[src/rtl/hazard_pkg.sv]
// Shared types for the pipeline hazard controller: FSM states, counter width
// and the load-use hazard detector.
package hazard_pkg;

  localparam int CNT_W = 32;

  typedef enum logic [1:0] {
    RUN      = 2'd0,
    FLUSH    = 2'd1,
    MDU_WAIT = 2'd2
  } hz_state_e;

  // The EX-stage load writes a register the ID-stage instruction reads; x0 never hazards.
  function automatic logic load_use(input logic       mem_rd,
                                    input logic [4:0] rd,
                                    input logic [4:0] rs1,
                                    input logic [4:0] rs2);
    return mem_rd && (rd != 5'd0) && ((rd == rs1) || (rd == rs2));
  endfunction

endpackage

[src/rtl/sat_counter.sv]
// Up-counter that sticks at all-ones instead of wrapping.
module sat_counter
  import hazard_pkg::*;
#(
  parameter int WIDTH = CNT_W
) (
  input  logic             clk,
  input  logic             arst,
  input  logic             en,
  output logic [WIDTH-1:0] count
);

  logic [WIDTH-1:0] cnt_q, cnt_d;

  always_comb begin
    cnt_d = cnt_q;
    if (en && (cnt_q != '1)) cnt_d = cnt_q + WIDTH'(1);
  end

  always_ff @(posedge clk or posedge arst) begin
    if (arst) cnt_q <= '0;
    else      cnt_q <= cnt_d;
  end

  assign count = cnt_q;

endmodule

[src/rtl/hazard_controller.sv]
// In-order pipeline hazard controller: load-use stalls, branch flushes and
// multi-cycle MDU stalls with a timeout, plus stall/flush performance counters.
module hazard_controller
  import hazard_pkg::*;
#(
  parameter int FLUSH_CYCLES = 1,
  parameter int MDU_TIMEOUT  = 64
) (
  input  logic             clk,
  input  logic             arst,
  input  logic [4:0]       id_rs1,
  input  logic [4:0]       id_rs2,
  input  logic [4:0]       id_ex_rd,
  input  logic             id_ex_mem_read,
  input  logic             branch_taken,
  input  logic             mdu_start,
  input  logic             mdu_done,
  output logic             pc_write,
  output logic             if_id_write,
  output logic             id_ex_write,
  output logic             if_id_flush,
  output logic             id_ex_flush,
  output logic             ex_m_bubble,
  output logic             mdu_abort,
  output logic [CNT_W-1:0] stall_cnt,
  output logic [CNT_W-1:0] flush_cnt
);

  localparam logic [2:0] FL_RELOAD = 3'(FLUSH_CYCLES - 1);
  localparam logic [7:0] TMR_LAST  = 8'(MDU_TIMEOUT - 1);

  hz_state_e  state_q, state_d;
  logic [2:0] fl_q, fl_d;
  logic [7:0] tmr_q, tmr_d;
  logic       stall_inc, flush_inc;
  logic       hazard;

  assign hazard = load_use(id_ex_mem_read, id_ex_rd, id_rs1, id_rs2);

  always_comb begin
    state_d     = state_q;
    fl_d        = fl_q;
    tmr_d       = tmr_q;
    pc_write    = 1'b1;
    if_id_write = 1'b1;
    id_ex_write = 1'b1;
    if_id_flush = 1'b0;
    id_ex_flush = 1'b0;
    ex_m_bubble = 1'b0;
    mdu_abort   = 1'b0;
    stall_inc   = 1'b0;
    flush_inc   = 1'b0;

    unique case (state_q)
      RUN: begin
        if (branch_taken) begin
          if_id_flush = 1'b1;
          id_ex_flush = 1'b1;
          flush_inc   = 1'b1;
          if (FLUSH_CYCLES > 1) begin
            state_d = FLUSH;
            fl_d    = FL_RELOAD;
          end
        end else if (mdu_start && !mdu_done) begin
          pc_write    = 1'b0;
          if_id_write = 1'b0;
          id_ex_write = 1'b0;
          ex_m_bubble = 1'b1;
          state_d     = MDU_WAIT;
          tmr_d       = '0;
        end else if (hazard) begin
          pc_write    = 1'b0;
          if_id_write = 1'b0;
          id_ex_flush = 1'b1;
          stall_inc   = 1'b1;
        end
      end

      FLUSH: begin
        if_id_flush = 1'b1;
        id_ex_flush = 1'b1;
        // fl_q counts the FLUSH cycles still owed, including this one.
        if (branch_taken) begin
          fl_d      = FL_RELOAD;
          flush_inc = 1'b1;
        end else if (fl_q <= 3'd1) begin
          fl_d    = '0;
          state_d = RUN;
        end else begin
          fl_d = fl_q - 3'd1;
        end
      end

      MDU_WAIT: begin
        stall_inc = 1'b1;
        if (mdu_done) begin
          state_d = RUN;
        end else if (tmr_q == TMR_LAST) begin
          mdu_abort = 1'b1;
          state_d   = RUN;
        end else begin
          pc_write    = 1'b0;
          if_id_write = 1'b0;
          id_ex_write = 1'b0;
          ex_m_bubble = 1'b1;
          tmr_d       = tmr_q + 8'd1;
        end
      end

      default: state_d = RUN;
    endcase

    // Reset freezes the pipe with NOPs everywhere, independent of the clock.
    if (arst) begin
      pc_write    = 1'b0;
      if_id_write = 1'b0;
      id_ex_write = 1'b0;
      if_id_flush = 1'b1;
      id_ex_flush = 1'b1;
      ex_m_bubble = 1'b1;
      mdu_abort   = 1'b0;
      stall_inc   = 1'b0;
      flush_inc   = 1'b0;
    end
  end

  always_ff @(posedge clk or posedge arst) begin
    if (arst) begin
      state_q <= RUN;
      fl_q    <= '0;
      tmr_q   <= '0;
    end else begin
      state_q <= state_d;
      fl_q    <= fl_d;
      tmr_q   <= tmr_d;
    end
  end

  sat_counter #(.WIDTH(CNT_W)) u_stall_cnt (
    .clk   (clk),
    .arst  (arst),
    .en    (stall_inc),
    .count (stall_cnt)
  );

  sat_counter #(.WIDTH(CNT_W)) u_flush_cnt (
    .clk   (clk),
    .arst  (arst),
    .en    (flush_inc),
    .count (flush_cnt)
  );

endmodule

[config.mk]
export PLATFORM = sky130hd
export DESIGN_NAME = hazard_controller
export DESIGN_NICKNAME = d
export VERILOG_FILES = /design/src/rtl/hazard_pkg.sv /design/src/rtl/sat_counter.sv /design/src/rtl/hazard_controller.sv
export SDC_FILE = /design/constraint.sdc
export NUM_CORES = 1
export LEC_CHECK = 0
export BUFFER_PORTS_ARGS = -buffer_cell sky130_fd_sc_hd__buf_2
export CORE_MARGIN = 5
export CORE_UTILIZATION = 60
export CTS_BUF_LIST = sky130_fd_sc_hd__clkbuf_8
export CTS_CLUSTER_DIAMETER = 150
export CTS_CLUSTER_SIZE = 14
export DETAILED_ROUTE_END_ITERATION = 10
export PLACE_DENSITY = 0.88
export RECOVER_POWER = 100
export SLEW_MARGIN = 10
export SYNTH_ARGS = -nofsm -noshare
export SYNTH_HDL_FRONTEND = slang
export SYNTH_HIERARCHICAL = 1
export SYNTH_SLANG_ARGS = --single-unit
[constraint.sdc]
create_clock -name clk -period 5.6 [get_ports clk]
set_input_delay 0.28 -clock clk [delete_from_list [all_inputs] [get_ports clk]]
set_output_delay 0.28 -clock clk [all_outputs]
set_load 0.005 [all_outputs]
After elaboration in Yosys (flattened, before gate mapping)
Cells that the tools add are included.

Output and inout bits: 71. Logic and storage cells: 84. Register bits: 77. Bits of input ports: 21.

Reductions and logical operators: 13. Add/sub/neg operators: 4. $lt $le $gt $ge: 1. Equal/unequal tests: 14. Muxes and demuxes: 47.

Operator list (number): 32-bit by 1-bit adder with 32-bit output (second input constant) (2); 32-bit inequality test (second input constant) (2); 8-bit 2-to-1 mux (4); 1-bit 2-to-1 mux (27); 8-bit one-hot mux with 2 select lines (1); 2-bit 2-to-1 mux (6); 2-bit inequality test (second input constant) (6); 1-bit one-hot mux with 2 select lines (6); 5-bit equality test (2); 5-bit AND reduction (2); 8-bit by 1-bit adder with 8-bit output (second input constant) (1); 8-bit by 6-bit equality test with 1-bit output (second input constant) (1); 3-bit 2-to-1 mux (2); 2-bit one-hot mux with 3 select lines (1); 1-bit logical AND (5); 5-bit nonzero test (1); 3-bit by 1-bit <= comparator with 1-bit output (second input constant) (1); 3-bit inequality test (second input constant) (1); 3-bit by 1-bit subtractor with 3-bit output (second input constant) (1); 2-bit by 1-bit equality test with 1-bit output (second input constant) (1); 2-bit equality test (second input constant) (1); 2-bit zero test (1); 2-bit nonzero test (1); 2-bit OR reduction (1); 2 further kinds (2).

Longest topological paths before layout
Word-level depth: 9. Gate-level depth with buffers: 10.

Modules after synthesis
Netlist, hierarchy kept.

By module, submodules not included: sat_counter at u_stall_cnt (sequential area each 800.8 um2, area an instance 1647.8 um2, instances 1, cells an instance 151); sat_counter at u_flush_cnt (sequential area each 800.8 um2, area an instance 1561.5 um2, instances 1, cells an instance 139); hazard_controller (sequential area each 225.2 um2, area an instance 753.2 um2, instances 1, cells an instance 83).

Worst setup path before layout
Ideal clock, no wire load.

Path type: input-to-reg. From: input port arst. To: register u_stall_cnt.cnt_q[9], in the netlist u_stall_cnt/count[9]. Setup time: 0.124 ns. Path slack: 3.199 ns. Data required time: 5.476 ns. Arrival time: 2.277 ns. Stages: 9. Buffers on the path: 2. Cells stage by stage: inv_1 > nand2_1 > o41ai_1 > and3_1 > clkbuf_1 > and3_1 > clkbuf_1 > nand4_1 > xnor2_1.

Longest elaborated chain between the ends: 2.

Ends and longest elaborated chain: start: declaration (RTL line hazard_controller.sv:10) `input logic arst,`; 1-bit 2-to-1 mux (RTL line hazard_controller.sv:114) `if (arst) begin`; net stall_inc (RTL line hazard_controller.sv:35) `logic stall_inc, flush_inc;`; 1-bit logical AND (RTL line sat_counter.sv:17) `if (en && (cnt_q != '1)) cnt_d = cnt_q + WIDTH'(1);`; end signal: assignment (RTL line sat_counter.sv:22) `else cnt_q <= cnt_d;`; end: declaration (RTL line sat_counter.sv:13) `logic [WIDTH-1:0] cnt_q, cnt_d;`.

The timed path passes the listed nets, and every way through them passes these cells. A chain may end at the register's enable or synchronous reset.

Worst setup path in the final report
From: register u_flush_cnt.cnt_q[13], in the netlist u_flush_cnt/count[13]. To: register u_flush_cnt.cnt_q[31], in the netlist u_flush_cnt/count[31].

Longest elaborated chain between the ends: 2. Elaborated cells on any way between the ends: 3. Classes of those cells: add/sub (1); eq/ne (1); reduce/logical (1).

Ends and longest elaborated chain (RTL line): start: declaration (sat_counter.sv:13); start signal: assignment (sat_counter.sv:22); branches (longest 2 deep; another with 32-bit by 1-bit adder with 32-bit output).

Parallel ways; which one is timed is not known.

==> results.py <==
metrics = {
    "run_status": {
        "outcome": "finished, violations left",
        "violations": "capacitance limit, slew limit",
    },
    "cells_and_area": {
        "n_antenna_cell": 0,
        "fillCellCount": 513,
        "seqCellArea_um2": 1830,
        "fin_cells": 547,
        "nets": 489,
        "multi_input_area_um2": 1900,
        "drive_gt1_frac": 0.194,
        "areaGrowthSynthToFinish_pct": 13.2,
    },
    "sta": {
        "min_period_ps": 3700,
        "fin_worst_skew_ps": 11.4,
        "worst_pin_slew_ps": 2060,
        "setup_viol": 0,
        "rsz0062_at_grt": "false",
        "tns_ps": 0,
        "max_slew_margin": -0.388,
        "finalHoldViolCount": 0,
        "drv_slew": 94,
        "timing.final.crit_share": 0.661,
        "fmax_mhz": 270,
    },
    "setup_path": {
        "cp-end-kind": "flip-flop",
        "cp-start-kind": "flip-flop",
        "path_cells": "nand3_1, nor4_1, a311oi_1, nand4_1, xnor2_1",
        "cp_slowest_cell": "nor4_1",
        "reg2regPathDepth": 5,
        "worst_ep_arrival_time_ps": 3960,
        "slowest_delay_ps": 1630,
        "critPathMaxFanout": 14,
        "cp.depth": 5,
        "cp_top_family": "simple AND/OR/NAND/NOR gates",
        "cp_num_buf_inv": 0,
        "critPathKind": "flip-flop to flip-flop",
        "cp.required_ps": 5860,
    },
    "clock_network": {
        "tritoncts": "built",
        "cts.sinks": 73,
        "numCtsBuffers": 9,
        "cts_resized": 0,
        "cts_post_setup_buffers_inserted": 0,
        "clkTransAtPathRegs_ps": 80,
        "htree_levels": 3,
        "hold_buffers": 1,
        "insertion_delay_ps": 340,
        "cts_buffer_depth": 2,
        "root_buffer": "clkbuf_8",
    },
    "yosys": {
        "syn_area_per_cell_um2": 10.6,
        "ys_ff_latch": 73,
        "synth_cell_type_count": 57,
        "ys_async_sr_fraction": 1.00,
        "synth_edf_count": 0,
        "yosys.area.top_type_share": 0.461,
        "synthesis.area_um2": 3960,
        "syn_nets": 397,
        "synth_cells": 373,
        "synth_most_common_cell": "dfrtp_1",
        "seq_area_frac_synth": 0.461,
        "ys_top_cells_by_count": "73 x dfrtp_1, 47 x xnor2_1, 35 x nand3_1",
        "ys_warn_count": 6,
        "synth.area.top_cells": "dfrtp_1 46%, xnor2_1 10%, and3_1 4.4%, nand3_1 4.4%, xor2_1 3.8%",
        "synthFlopType": "dfrtp_1",
        "yosys.area.top_type": "dfrtp_1",
    },
    "grt": {
        "antenna_found_initial": 0,
        "grt_pass1_vias": 3195,
        "grt_pass1_wl_um": 15200,
        "globalRoute.totalOverflow": 0,
        "grt_start_max_net_pins": 33,
        "grtUsageTotal": 0.219,
    },
    "place": {
        "detailedPlacementHpwl_um": 6560,
        "port-buffer-count": 91,
        "dp_cells": 530,
        "gp_congestion": 0.862,
    },
    "min_path": {
        "hold_path_depth": 5,
        "min-delay-path-class": "input pin to flip-flop",
    },
    "detailed_routing": {
        "drc": 0,
        "vias": 3266,
        "wl_per_cell_um": 16.3,
        "ant_nets": 0,
        "dr.pass1.iters": 4,
        "routed_wl_um": 8930,
        "first_iter_violations": 200,
        "vias_per_cell": 5.97,
    },
    "power": {
        "irDropWorstVdd_v": 0.000198,
        "p_leak_nw": 2.13,
        "powerDensity_nw_per_um2": 266,
    },
    "run": {
        "max_cap_violations": 6,
    },
    "floorplanning": {
        "num_rows": 29,
        "die_w_um": 91.3,
        "start_util": 0.620,
        "die_h_um": 91.3,
        "core-area_um2": 6390,
        "die_area_um2": 8330,
        "io-pin-count": 92,
    },
}
-- metrics by stage --
stage | power [mW] | area (µm²) | hold WS, ps | utilization | worst slack (ps)
after floorplan | 0.724 | 3960 | 129 | - | 3200
after global placement | 0.793 | 4440 | 331 | 0.696 | 2770
after detailed placement | 0.806 | 4440 | 344 | 0.696 | 2590
after CTS | 1.21 | 4650 | 456 | 0.728 | 2410
after global routing | 1.26 | 4490 | 496 | 0.703 | 1500
final | 1.19 | 4490 | 472 | 0.703 | 1900
-- final timing paths --
check                                                  start                           endpoint  slack, ps
setup / recovery           u_flush_cnt/count[13]$_DFFE_PP0P_  u_flush_cnt/count[31]$_DFFE_PP0P_       1900
hold / removal                                  branch_taken               tmr_q[0]$_DFFE_PP0P_        470
setup reg to reg           u_flush_cnt/count[13]$_DFFE_PP0P_  u_flush_cnt/count[31]$_DFFE_PP0P_       1900
hold reg to reg            u_flush_cnt/count[23]$_DFFE_PP0P_  u_flush_cnt/count[23]$_DFFE_PP0P_        500
max in group asynchronous                               arst  u_flush_cnt/count[18]$_DFFE_PP0P_       3460
min in group asynchronous                               arst             state_q[1]$_DFFE_PP0P_        530
-- cells by family (layout without fill, tap and decap cells) --
kind of cell	after synthesis	count (layout)	synth area share
and+or+nand+nor	171	171	0.267
DFF	73	73	0.461
xor gates and xnor gates	64	64	0.141
AOI/OAI and AO/OA	36	36	0.0812
buffers and inverters	23	120	0.0316
adders and majority gates	3	3	0.00947
muxes	3	3	0.00821
-- state kept, by name, indices dropped and copies added (netlist names) --
name               flops
state_q                1
tmr_q                  8
u_flush_cnt/count     32
u_stall_cnt/count     32
-- area by class of cell --
| cell class | instances | share of cell area |
|---|---|---|
| clock buffer | 9 | 0.0276 |
| timing repair buffer | 94 | 0.0959 |
| tap | 77 | 0.0215 |
| clock inverter | 7 | 0.0159 |
| inverter | 10 | 0.00837 |
| multi-input combinational | 277 | 0.424 |
| sequential | 73 | 0.407 |
-- worst reg2reg max path: stages, from the launching register on --
cell	delay [ps]
dfrtp_1	430
nand3_1	150
nor4_1	1630
a311oi_1	870
nand4_1	380
xnor2_1	150
-- metal layers --
layer	up-vias	global-route usage	wire length, µm
met2	110	0.348	4470
met3	15	0.0430	518
met1	1593	0.292	3810
met5	-	0	0
met4	0	0.0954	141
li1	1548	-	-
-- placed cells by master (no fill, tap or decap), types with 2 or more instances in the layout --
cell / synthesis / routed
buf_2: 0 / 57
o41a_1: 1 / 2
nand3_1: 35 / 36
and2_1: 2 / 2
o211ai_1: 6 / 6
nand4_1: 20 / 21
and4_2: 2 / 2
and3_1: 28 / 28
nor3_1: 3 / 5
a21oi_1: 7 / 7
o41ai_1: 1 / 2
nand2_1: 24 / 24
nand4_2: 3 / 2
or4_1: 6 / 6
clkinvlp_4: 0 / 2
nand3_2: 5 / 4
mux2_2: 2 / 2
clkbuf_8: 0 / 9
inv_1: 9 / 10
or3_1: 2 / 2
xnor2_1: 47 / 47
xor2_1: 17 / 17
and4_1: 8 / 8
a31oi_1: 4 / 4
o21ai_0: 2 / 2
a41oi_1: 3 / 3
nor2_1: 18 / 19
clkbuf_1: 5 / 36
nor4_1: 2 / 3
ha_1: 3 / 3
dfrtp_1: 73 / 73
-- where the power goes --
group | internal [mW] | switching, mW | total [mW]
Sequential | 0.567 | 0.0572 | 0.624
Combinational | 0.0778 | 0.0881 | 0.166
Clock | 0.206 | 0.198 | 0.403
Power figures use the tool's default switching activity.
